File: src/rtl/toothless_pkg.sv
// Shared types for the IF/LSU memory port arbiter.
package toothless_pkg;

   typedef enum logic [1:0] {ARB_IDLE, ARB_REQ, ARB_RESP} arb_state_t;
   typedef enum logic [1:0] {OWN_NONE, OWN_IF, OWN_LSU} arb_owner_t;

   // Bits needed to count 0..limit inclusive.
   function automatic int unsigned starve_cnt_width(input int unsigned limit);
      return (limit < 1) ? 1 : $clog2(limit + 1);
   endfunction

endpackage

File: src/rtl/mem_arb_prio.sv
// Winner select between IF and LSU with an IF starvation counter.
module mem_arb_prio
   import toothless_pkg::*;
#(
   parameter int unsigned STARVE_LIMIT = 4
) (
   input  logic clk,
   input  logic rst,
   input  logic arb_en_i,
   input  logic if_req_i,
   input  logic lsu_req_i,
   output logic win_if_o,
   output logic win_lsu_o
);

   localparam int unsigned CntW = starve_cnt_width(STARVE_LIMIT);
   localparam logic [CntW-1:0] CntMax = CntW'(STARVE_LIMIT);

   logic [CntW-1:0] starve_cnt_q, starve_cnt_d;
   logic            force_if;

   always_comb begin
      force_if     = if_req_i && (starve_cnt_q == CntMax);
      win_lsu_o    = arb_en_i && lsu_req_i && !force_if;
      win_if_o     = arb_en_i && if_req_i && !win_lsu_o;
      starve_cnt_d = starve_cnt_q;
      if (win_if_o) begin
         starve_cnt_d = '0;
      end else if (win_lsu_o) begin
         // Only count LSU wins that actually held off a waiting fetch.
         if (!if_req_i) begin
            starve_cnt_d = '0;
         end else if (starve_cnt_q != CntMax) begin
            starve_cnt_d = starve_cnt_q + CntW'(1);
         end
      end
   end

   always_ff @(posedge clk) begin
      if (rst) begin
         starve_cnt_q <= '0;
      end else begin
         starve_cnt_q <= starve_cnt_d;
      end
   end

endmodule

File: src/rtl/mem_port_arbiter.sv
// Shares one single-ported memory between instruction fetch and the LSU,
// one transaction in flight at a time.
module mem_port_arbiter
   import toothless_pkg::*;
#(
   parameter  int unsigned DATA_WIDTH   = 32,
   parameter  int unsigned ADDR_WIDTH   = 32,
   parameter  int unsigned STARVE_LIMIT = 4,
   localparam int unsigned BE_WIDTH     = DATA_WIDTH / 8
) (
   input  logic                  clk,
   input  logic                  rst,
   // Instruction fetch port
   input  logic                  if_req_i,
   input  logic [ADDR_WIDTH-1:0] if_addr_i,
   output logic                  if_gnt_o,
   output logic                  if_rvalid_o,
   output logic [DATA_WIDTH-1:0] if_rdata_o,
   // Load/store port
   input  logic                  lsu_req_i,
   input  logic                  lsu_we_i,
   input  logic [BE_WIDTH-1:0]   lsu_be_i,
   input  logic [ADDR_WIDTH-1:0] lsu_addr_i,
   input  logic [DATA_WIDTH-1:0] lsu_wdata_i,
   output logic                  lsu_gnt_o,
   output logic                  lsu_rvalid_o,
   output logic [DATA_WIDTH-1:0] lsu_rdata_o,
   // Memory port
   output logic                  mem_req_o,
   output logic                  mem_we_o,
   output logic [BE_WIDTH-1:0]   mem_be_o,
   output logic [ADDR_WIDTH-1:0] mem_addr_o,
   output logic [DATA_WIDTH-1:0] mem_wdata_o,
   input  logic                  mem_gnt_i,
   input  logic                  mem_rvalid_i,
   input  logic [DATA_WIDTH-1:0] mem_rdata_i
);

   arb_state_t            state_q, state_d;
   arb_owner_t            owner_q, owner_d;
   logic                  we_q, we_d;
   logic [BE_WIDTH-1:0]   be_q, be_d;
   logic [ADDR_WIDTH-1:0] addr_q, addr_d;
   logic [DATA_WIDTH-1:0] wdata_q, wdata_d;

   logic arb_en;
   logic win_if, win_lsu;

   // No grant may be issued while reset is asserted, since the latch would be discarded.
   assign arb_en = (state_q == ARB_IDLE) && !rst;

   mem_arb_prio #(
      .STARVE_LIMIT (STARVE_LIMIT)
   ) u_prio (
      .clk       (clk),
      .rst       (rst),
      .arb_en_i  (arb_en),
      .if_req_i  (if_req_i),
      .lsu_req_i (lsu_req_i),
      .win_if_o  (win_if),
      .win_lsu_o (win_lsu)
   );

   always_comb begin
      state_d      = state_q;
      owner_d      = owner_q;
      we_d         = we_q;
      be_d         = be_q;
      addr_d       = addr_q;
      wdata_d      = wdata_q;
      if_gnt_o     = win_if;
      lsu_gnt_o    = win_lsu;
      if_rvalid_o  = 1'b0;
      if_rdata_o   = '0;
      lsu_rvalid_o = 1'b0;
      lsu_rdata_o  = '0;

      unique case (state_q)
         ARB_IDLE: begin
            if (win_lsu) begin
               owner_d = OWN_LSU;
               we_d    = lsu_we_i;
               be_d    = lsu_be_i;
               addr_d  = lsu_addr_i;
               wdata_d = lsu_wdata_i;
               state_d = ARB_REQ;
            end else if (win_if) begin
               owner_d = OWN_IF;
               we_d    = 1'b0;
               be_d    = '1;
               addr_d  = if_addr_i;
               wdata_d = '0;
               state_d = ARB_REQ;
            end
         end
         ARB_REQ: begin
            // An rvalid coincident with the grant is not a response to this request.
            if (mem_gnt_i) begin
               state_d = ARB_RESP;
            end
         end
         ARB_RESP: begin
            if (mem_rvalid_i) begin
               state_d = ARB_IDLE;
               owner_d = OWN_NONE;
               if (owner_q == OWN_IF) begin
                  if_rvalid_o = 1'b1;
                  if_rdata_o  = mem_rdata_i;
               end
               if (owner_q == OWN_LSU) begin
                  lsu_rvalid_o = 1'b1;
                  lsu_rdata_o  = mem_rdata_i;
               end
            end
         end
         default: begin
            state_d = ARB_IDLE;
            owner_d = OWN_NONE;
         end
      endcase
   end

   always_ff @(posedge clk) begin
      if (rst) begin
         state_q <= ARB_IDLE;
         owner_q <= OWN_NONE;
         we_q    <= 1'b0;
         be_q    <= '0;
         addr_q  <= '0;
         wdata_q <= '0;
      end else begin
         state_q <= state_d;
         owner_q <= owner_d;
         we_q    <= we_d;
         be_q    <= be_d;
         addr_q  <= addr_d;
         wdata_q <= wdata_d;
      end
   end

   assign mem_req_o   = (state_q == ARB_REQ);
   assign mem_we_o    = we_q;
   assign mem_be_o    = be_q;
   assign mem_addr_o  = addr_q;
   assign mem_wdata_o = wdata_q;

endmodule
File: config.mk
export PLATFORM = sky130hd
export DESIGN_NAME = mem_port_arbiter
export DESIGN_NICKNAME = d
export VERILOG_FILES = /design/src/rtl/toothless_pkg.sv /design/src/rtl/mem_arb_prio.sv /design/src/rtl/mem_port_arbiter.sv
export SDC_FILE = /design/constraint.sdc
export NUM_CORES = 1
export LEC_CHECK = 0
export CAP_MARGIN = 20
export CELL_PAD_IN_SITES_DETAIL_PLACEMENT = 1
export CELL_PAD_IN_SITES_GLOBAL_PLACEMENT = 1
export CORE_MARGIN = 10
export CORE_UTILIZATION = 24
export CTS_CLUSTER_SIZE = 12
export DETAILED_ROUTE_END_ITERATION = 16
export PLACE_DENSITY = 0.95
export SYNTH_ARGS = -nofsm -noshare
export SYNTH_HDL_FRONTEND = slang
export SYNTH_SLANG_ARGS = --single-unit
File: constraint.sdc
create_clock -name clk -period 3.62 [get_ports clk]
set_clock_uncertainty 0.15 [all_clocks]
set_input_delay 0.724 -clock clk [delete_from_list [all_inputs] [get_ports clk]]
set_output_delay 0.724 -clock clk [all_outputs]
set_load 0.05 [all_outputs]
==> flow_summary.ini, run 1 <==
[run_status]
status = complete, no violations

[timing]
drv_slew = 0
final-hold-violation-count = 0
slew_headroom_pct = 62.4
fin_setup_tns_ns = 0
rsz0062_at_grt = no
fmax_mhz = 304
tightest_slew_ns = 0.562
fin_crit_sh_pct = 90.7
setup-violations-final = 0
post-route-min-period_ns = 3.28

[layout]
drive_above_1_share_pct = 19.7
antenna_cells = 0
fillers = 1549
multi_input_area_um2 = 1800
finish.utilization_pct = 50.9
regArea_um2 = 1520
nets = 795
fin_cells = 843
area_growth_pct = 109

[detailed_routing]
ant_nets = 0
drt-initial-drc-count = 133
drt_pass1_iterations = 4
wl_um = 18200
drc = 0
wl_per_cell_um = 21.6
post_drt_via_cell_ratio = 4.75
num_vias = 4003

[logic_synthesis]
synthTopCellsByArea = dfxtp_1, and2_1, a211oi_2
ys_seq_elements = 76
yosys.area.top_type = dfxtp_1
yosys_warnings = 0
ys_seq_area_share_pct = 43.1
ys_types = 36
synthCells = 393
synth_fp_nets = 534
synthArstFlopShare_pct = 0
synth_edf_count = 0
synth.avg_cell_area_um2 = 8.98
synth_top_area_share_pct = 43.1
synth.cell_area_um2 = 3530
synthFlopType = dfxtp_1

[global_routing]
antenna_found_initial = 0
grt_pass1_vias = 4538
overflow = 0
grt_use_total_pct = 17.5
grt_max_degree = 38
grt_pass1_wl_um = 27400

[pwr]
netSwitchingFraction_pct = 33.8
static-leakage-power_nw = 2.78
power_density_nw_per_um2 = 351
cellInternalPower_mw = 1.71
clockPowerShare_pct = 34.3
p_switching_mw = 0.873
p_comb_share_pct = 29.1
peakVddDrop_uv = 258
seqPwrFrac_pct = 36.6

[critical_path]
path_max_fanout = 37
worstSetupStartpoint = if_req_i
rr_worst_depth = 6
crit_type = in -> out
rr_endpoint = mem_addr_o[30]
required_ns = 2.75
endpoint = if_gnt_o
r2r-start = state_q[1]
worstPathArrival_ns = 2.41
startpoint_type = primary input
reg2reg_slack_ns = 1.30
end_kind = primary output

[placed_design]
port_buffers = 276
gp_congestion = 0.850
placed_cells = 827
place_hpwl_um = 14700

[clock_tree]
tritoncts = done
cts.sinks = 76
clockBufferDepth = 2
clock_latency_ns = 0.34
clk_pin_slew_ns = 0.06
htree_levels = 3
cts_hold_buf = 0
cts_buffers = 9
post-cts-setup-buffer-count = 0
ctsResizeCount = 0
cts_root_buf = clkbuf_16

[flow_run]
cap_violations = 0

[floorplanning]
initial_core_util_pct = 24.4
pin_count = 277
fp-row-count = 44
design.core.area_um2 = 14500
die_h_um = 141
die_x_um = 141
dieArea_um2 = 20000

[worst_hold_path]
hp-class = reg -> reg
hold_depth = 1
cell usage in the layout, fill, tap and decap left out, types with 29 or more instances in the layout:
master,n
nor2_1,44
a22o_1,33
buf_12,68
dfxtp_1,76
a211oi_2,29
and2_1,65
nand2_1,37
clkdlybuf4s50_1,207
a21oi_1,35
critical path, cell delays in order:
cell and delay (ns):
clkdlybuf4s50_1 0.58, nand3_1 0.12, nand2_2 0.12, clkinv_4 0.23, nor2_1 0.43, buf_12 0.20
Yosys cell counts (3+ instances only):
cell	n
a211oi_2	29
buf_2	16
nand2_1	37
a22o_1	33
a21oi_1	35
nor2_1	44
dfxtp_1	76
inv_1	4
buf_6	3
nor3_1	9
and2_1	65
buf_4	3
a211oi_1	3
nor2b_1	3
clkbuf_1	11
cells by family (layout without fill, tap and decap cells):
family	after synthesis	in the layout	share of synthesized area [%]
and+or+nand+nor	168	168	24.5
buffers and inverters	39	305	5.81
AOI/OAI and AO/OA	108	108	25.9
adders and majority gates	2	2	0.709
DFF	76	76	43.1
routing by layer:
layer	up-vias	share of wire [%]	GRT usage [%]	wire length, µm
li1	1870	-	-	-
met1	1956	36	18.0	6490
met2	155	55	32.7	10000
met3	22	7.5	5.91	1380
met4	0	1.8	5.00	331
met5	-	0	0	0
worst min path at each step:
stage	slack (ns)	to	startpoint
CTS	0.33	mem_wdata_o[0]	mem_wdata_o[0]
floorplan	0.30	u_prio.starve_cnt_q[0]	u_prio.starve_cnt_q[0]
finish	0.33	mem_wdata_o[25]	mem_wdata_o[25]
global route	0.34	mem_wdata_o[0]	mem_wdata_o[0]
detailed placement	0.31	mem_wdata_o[20]	mem_wdata_o[20]
global placement	0.31	mem_wdata_o[31]	mem_wdata_o[31]
stage by stage:
stage	worst slack [ns]	hold slack, ns	power (mW)	area [µm²]
6_report	0.335	0.326	2.58	7370
5_1_grt	0.240	0.344	2.70	7370
4_1_cts	0.325	0.329	2.61	7370
3_5_place_dp	0.319	0.307	1.72	7080
3_3_place_gp	0.397	0.305	1.69	7080
2_1_floorplan	0.583	0.299	1.37	3530
final cells by class:
cell class                      instances  area share [%]
Clock buffer                            9            3.06
Clock inverter                          7           0.900
Inverter                                5           0.323
Multi-Input combinational cell        278            24.5
Sequential cell                        76            20.6
Tap cell                              184            3.12
Timing Repair Buffer                  284            47.5
power by group through the flow:
stage               Sequential [mW]  Clock (mW)  Combinational (mW)
global route                  0.952       0.956               0.793
floorplan                      1.16           0               0.205
CTS                           0.945       0.908               0.760
finish                        0.945       0.887               0.752
global placement              0.957           0               0.732
detailed placement            0.962           0               0.757
state kept, by name, summed over array words and instances (netlist names):
| register | count |
|---|---|
| owner_q | 2 |
| state_q | 2 |
| mem_be_o | 4 |
| mem_we_o | 1 |
| mem_addr_o | 32 |
| mem_wdata_o | 32 |
| u_prio.starve_cnt_q | 3 |
No activity file was read; power rests on OpenSTA's default activity.
==> run 2: changes to the inputs <==
--- a/config.mk
+++ b/config.mk
@@ -16,3 +16,4 @@
 export SYNTH_ARGS = -nofsm -noshare
 export SYNTH_HDL_FRONTEND = slang
 export SYNTH_SLANG_ARGS = --single-unit
+export TNS_END_PERCENT = 20
==> results of run 2 <==
The final DEF is identical to that of run 1; final timing and power are the same.
==> run 3: changes to the inputs <==
==> constraint.sdc (replaced) <==
create_clock -name clk -period 3.8 [get_ports clk]
set_clock_uncertainty 0.15 [all_clocks]
set_input_delay 0.76 -clock clk [delete_from_list [all_inputs] [get_ports clk]]
set_output_delay 0.76 -clock clk [all_outputs]
set_load 0.05 [all_outputs]
==> run 3 against run 2 <==
Critical path depth unchanged; final cell count down 0.12%; count of clock-buffer cells in the layout up 3; combinational power down 5.3%; critical path type unchanged; largest cell class unchanged.
==> flow_summary.ini, run 3 (synthesis gave the netlist of run 1 again) <==
[layout]
nets = 795
layout_commonest_cell = clkdlybuf4s50_1
area_growth_pct = 109
fillers = 1568
final_cell_mix = clkdlybuf4s50_1, dfxtp_1, buf_12
multi_input_area_um2 = 1800
drive_above_1_share_pct = 19.3
regArea_um2 = 1520

[timing]
fin_setup_tns_ns = 0
slew_headroom_pct = 62.6
rsz0062_at_grt = no
fin_ws_ns = 0.513
fmax_mhz = 304
drv_slew = 0
post-route-min-period_ns = 3.29
final-hold-violation-count = 0
tightest_slew_ns = 0.560
setup-violations-final = 0
fin_crit_sh_pct = 86.5
whs_ns = 0.324

[placed_design]
dp_slack_ns = 0.448
port_buffers = 276
place_hpwl_um = 14400
gp_congestion = 0.852

[pwr]
peakVddDrop_uv = 182
static-leakage-power_nw = 2.78
power_density_nw_per_um2 = 334

[clock_tree]
cts_root_buf = clkbuf_16
ctsResizeCount = 0
cts_hold_buf = 0
htree_levels = 3
clock_latency_ns = 0.33
post-cts-setup-buffer-count = 0
tritoncts = done
cts.sinks = 76
clk_pin_slew_ns = 0.06
cts_buffers = 9
clockBufferDepth = 2

[global_routing]
grt_pass1_wl_um = 26800
grt_use_total_pct = 17.0
antenna_found_initial = 1
grt_max_degree = 38
overflow = 0
grt_pass1_vias = 4460

[critical_path]
reg2reg_slack_ns = 1.54
worstPathArrival_ns = 2.38
crit_type = in -> out
path_max_fanout = 33
end_kind = primary output
startpoint_type = primary input
required_ns = 2.89

[floorplanning]
fp-row-count = 44
initial_core_util_pct = 24.4
die_h_um = 141
design.core.area_um2 = 14500
dieArea_um2 = 20000
die_x_um = 141
pin_count = 277

[detailed_routing]
wl_um = 17800
drt_pass1_iterations = 4
num_vias = 3965
drc = 0
ant_nets = 0
post_drt_via_cell_ratio = 4.71
wl_per_cell_um = 21.1
drt-initial-drc-count = 108

[worst_hold_path]
hp-class = reg -> reg

[flow_run]
cap_violations = 0

[run_status]
status = complete, no violations
## run 3: cell types whose count changed in the layout (fill, tap and decap cells not counted), sizes merged
cell,before,now
clkinv,3,2
clkbuf,9,12
bufinv,0,1
diode,0,1
inv,9,4
## run 3: final timing paths
kind                                         to  cells past startpoint            start
worst max-delay path            lsu_rdata_o[25]                      6     mem_rvalid_i
worst min-delay path            mem_wdata_o[17]                      1  mem_wdata_o[17]
worst max register to register   mem_addr_o[31]                      6       state_q[1]
worst min register to register  mem_wdata_o[17]                      1  mem_wdata_o[17]
## run 3: stage by stage
step           cell area (µm²)  instances  util (%)  power (mW)
5_1_grt                   7370        842      50.9        2.57
3_5_place_dp              7080        827      48.9        1.64
4_1_cts                   7370        841      50.9        2.50
6_report                  7370        842      50.9        2.46
3_3_place_gp              7080        827      48.9        1.61
2_1_floorplan             3530        393         -        1.30
## run 3: layer usage
metal / vias to the layer above / wire (µm) / GRT usage, %
li1: 1874 / - / -
met1: 1924 / 6150 / 16.8
met2: 150 / 9760 / 31.9
met3: 17 / 1570 / 6.91
met4: 0 / 321 / 4.29
met5: - / 0 / 0
## run 3: area by class of cell
cell class	instances	share of cell area (%)
timing repair buffer	284	47.5
multi-input combinational	278	24.5
sequential	76	20.6
clock buffer	12	3.48
tap	184	3.12
clock inverter	2	0.475
inverter	5	0.322
antenna	1	0.0339
## run 3: power breakdown
part           internal [mW]  leakage, nW  switching, mW
sequential             0.860        0.624         0.0417
clock                  0.536        0.145          0.314
combinational          0.309         2.01          0.403
total                   1.71         2.78          0.758
## run 3: worst max-delay path, cell delays in order
cell and delay, ns:
clkdlybuf4s50_1 0.52, nand3b_1 0.15, nor3b_2 0.21, buf_4 0.32, and2_1 0.25, buf_12 0.16
==> RTL change (config.mk and constraints of run 1) <==
The 3 values of `arb_owner_t` get a one-hot encoding in 3 bits.
--- a/src/rtl/toothless_pkg.sv
+++ b/src/rtl/toothless_pkg.sv
@@ -3,5 +3,5 @@
 
    typedef enum logic [1:0] {ARB_IDLE, ARB_REQ, ARB_RESP} arb_state_t;
-   typedef enum logic [1:0] {OWN_NONE, OWN_IF, OWN_LSU} arb_owner_t;
+   typedef enum logic [2:0] {OWN_NONE = 3'b001, OWN_IF = 3'b010, OWN_LSU = 3'b100} arb_owner_t;
 
    // Bits needed to count 0..limit inclusive.
Formal check against the unedited RTL: no difference found for any inputs over 10 cycles, from zero or initial values and one cycle with rst high; not proved beyond that.
==> RTL change against run 1 <==
  * Total power increased by 2.7%
  * Wire length increased by 5.1%
  * Synthesized cell count increased by 2.0%
  * Largest power group unchanged
  * Largest cell class unchanged
  * Critical path type unchanged
  * Design area increased by 3.9%
  * Combinational power increased by 2%
  * Synthesized area increased by 7.9%
  * Setup slack improved by 0.11 ns
  * Sequential cell count increased by 1
  * Count of clock-buffer cells in the layout increased by 2
==> RTL change: results (changes against run 1) <==
=================================================================================================================
Result of the run                                                                                    complete, no violations   unchanged
Slew Limit Headroom                                                                                        0.5717   was 0.6243
Worst flop-to-flop path endpoint                                                                     mem_addr_o[13]   was mem_addr_o[30]
Arithmetic-cell share of the synthesized area counting full adders, half adders and majority gates       0.006570   was 0.007087
Worst Reg2Reg Path Length in Cells                                                                              4   was 6
Post-placement cell area                                                                                7355 um^2   was 7078 um^2
Cells after DPL                                                                                               862   was 827
Routed vias                                                                                                  4121   was 4003
End point of the most critical hold path                                                             mem_wdata_o[18]   was mem_wdata_o[25]
Pin count of the biggest net entering global routing                                                           39   was 38
Worst slack, placed                                                                                     0.4351 ns   was 0.3185 ns
NumNets Final                                                                                                 803   was 795
Worst ir drop on vdd                                                                                    0.2696 mV   was 0.2580 mV
Commonest cells in the synthesized netlist                                                           77 x dfxtp_1, 66 x nand2_1, 64 x and2_1   was 76 x dfxtp_1, 65 x and2_1, 44 x nor2_1
Net count after synthesis                                                                                     542   was 534
Sw Ratio                                                                                                   0.3213   was 0.3379
Leading cell types by total area after synthesis                                                     dfxtp_1 40%, and2_1 11%, nor3_2 7.9%   was dfxtp_1 43%, and2_1 12%, a211oi_2 10%
Share of cell area taken by muxes after synthesis                                                        0.005585   was 0
Total routing usage reported by global routing                                                             0.1733   was 0.1752
Via count of the first global-routing pass                                                                   4597   was 4538
CP peak stage delay                                                                                       0.52 ns   was 0.58 ns
Combinational share of power                                                                                0.289   was 0.291
Starting DRT DRC Count                                                                                        138   was 133
Cell variety after synth                                                                                       41   was 36
Clk pwr                                                                                                    923 uW   was 887 uW
Int Power                                                                                                1.801 mW   was 1.710 mW
Layout cell share with drive strength beyond 1                                                             0.2234   was 0.1973
Worst setup endpoint                                                                                 lsu_rdata_o[30]   was if_gnt_o
=================================================================================================================
-- RTL change: cell types whose count changed in the layout (fill, tap and decap cells not counted), moves of 3 or more --
| cell | delta |
|---|---|
| nor2_1 | -35 |
| buf_4 | +6 |
| nor3_2 | +30 |
| a21oi_1 | -33 |
| a311oi_1 | +22 |
| nand2_1 | +29 |
| a311oi_2 | +10 |
| a211oi_2 | -29 |
| clkinv_4 | -3 |
-- RTL change: routing by layer --
metal	vias up	global-route usage	wire length (um)	share of wire
met4	0	0.06306	506	0.026
met3	30	0.04936	1116	0.058
li1	1951	-	-	-
met1	1990	0.1770	7139	0.37
met2	150	0.3262	10410	0.54
met5	-	0	0	0
-- RTL change: layout make-up --
| cell class | instances | area (um^2) |
|---|---|---|
| clock inverters | 5 | 58.81 |
| multi-input cells | 280 | 2007 |
| flip-flops and latches | 77 | 1541 |
| clock buffers | 11 | 242.7 |
| repair buffers | 289 | 3523 |
| well taps | 211 | 264.0 |
| inverters | 5 | 18.77 |
| fillers | 1647 | 7715 |
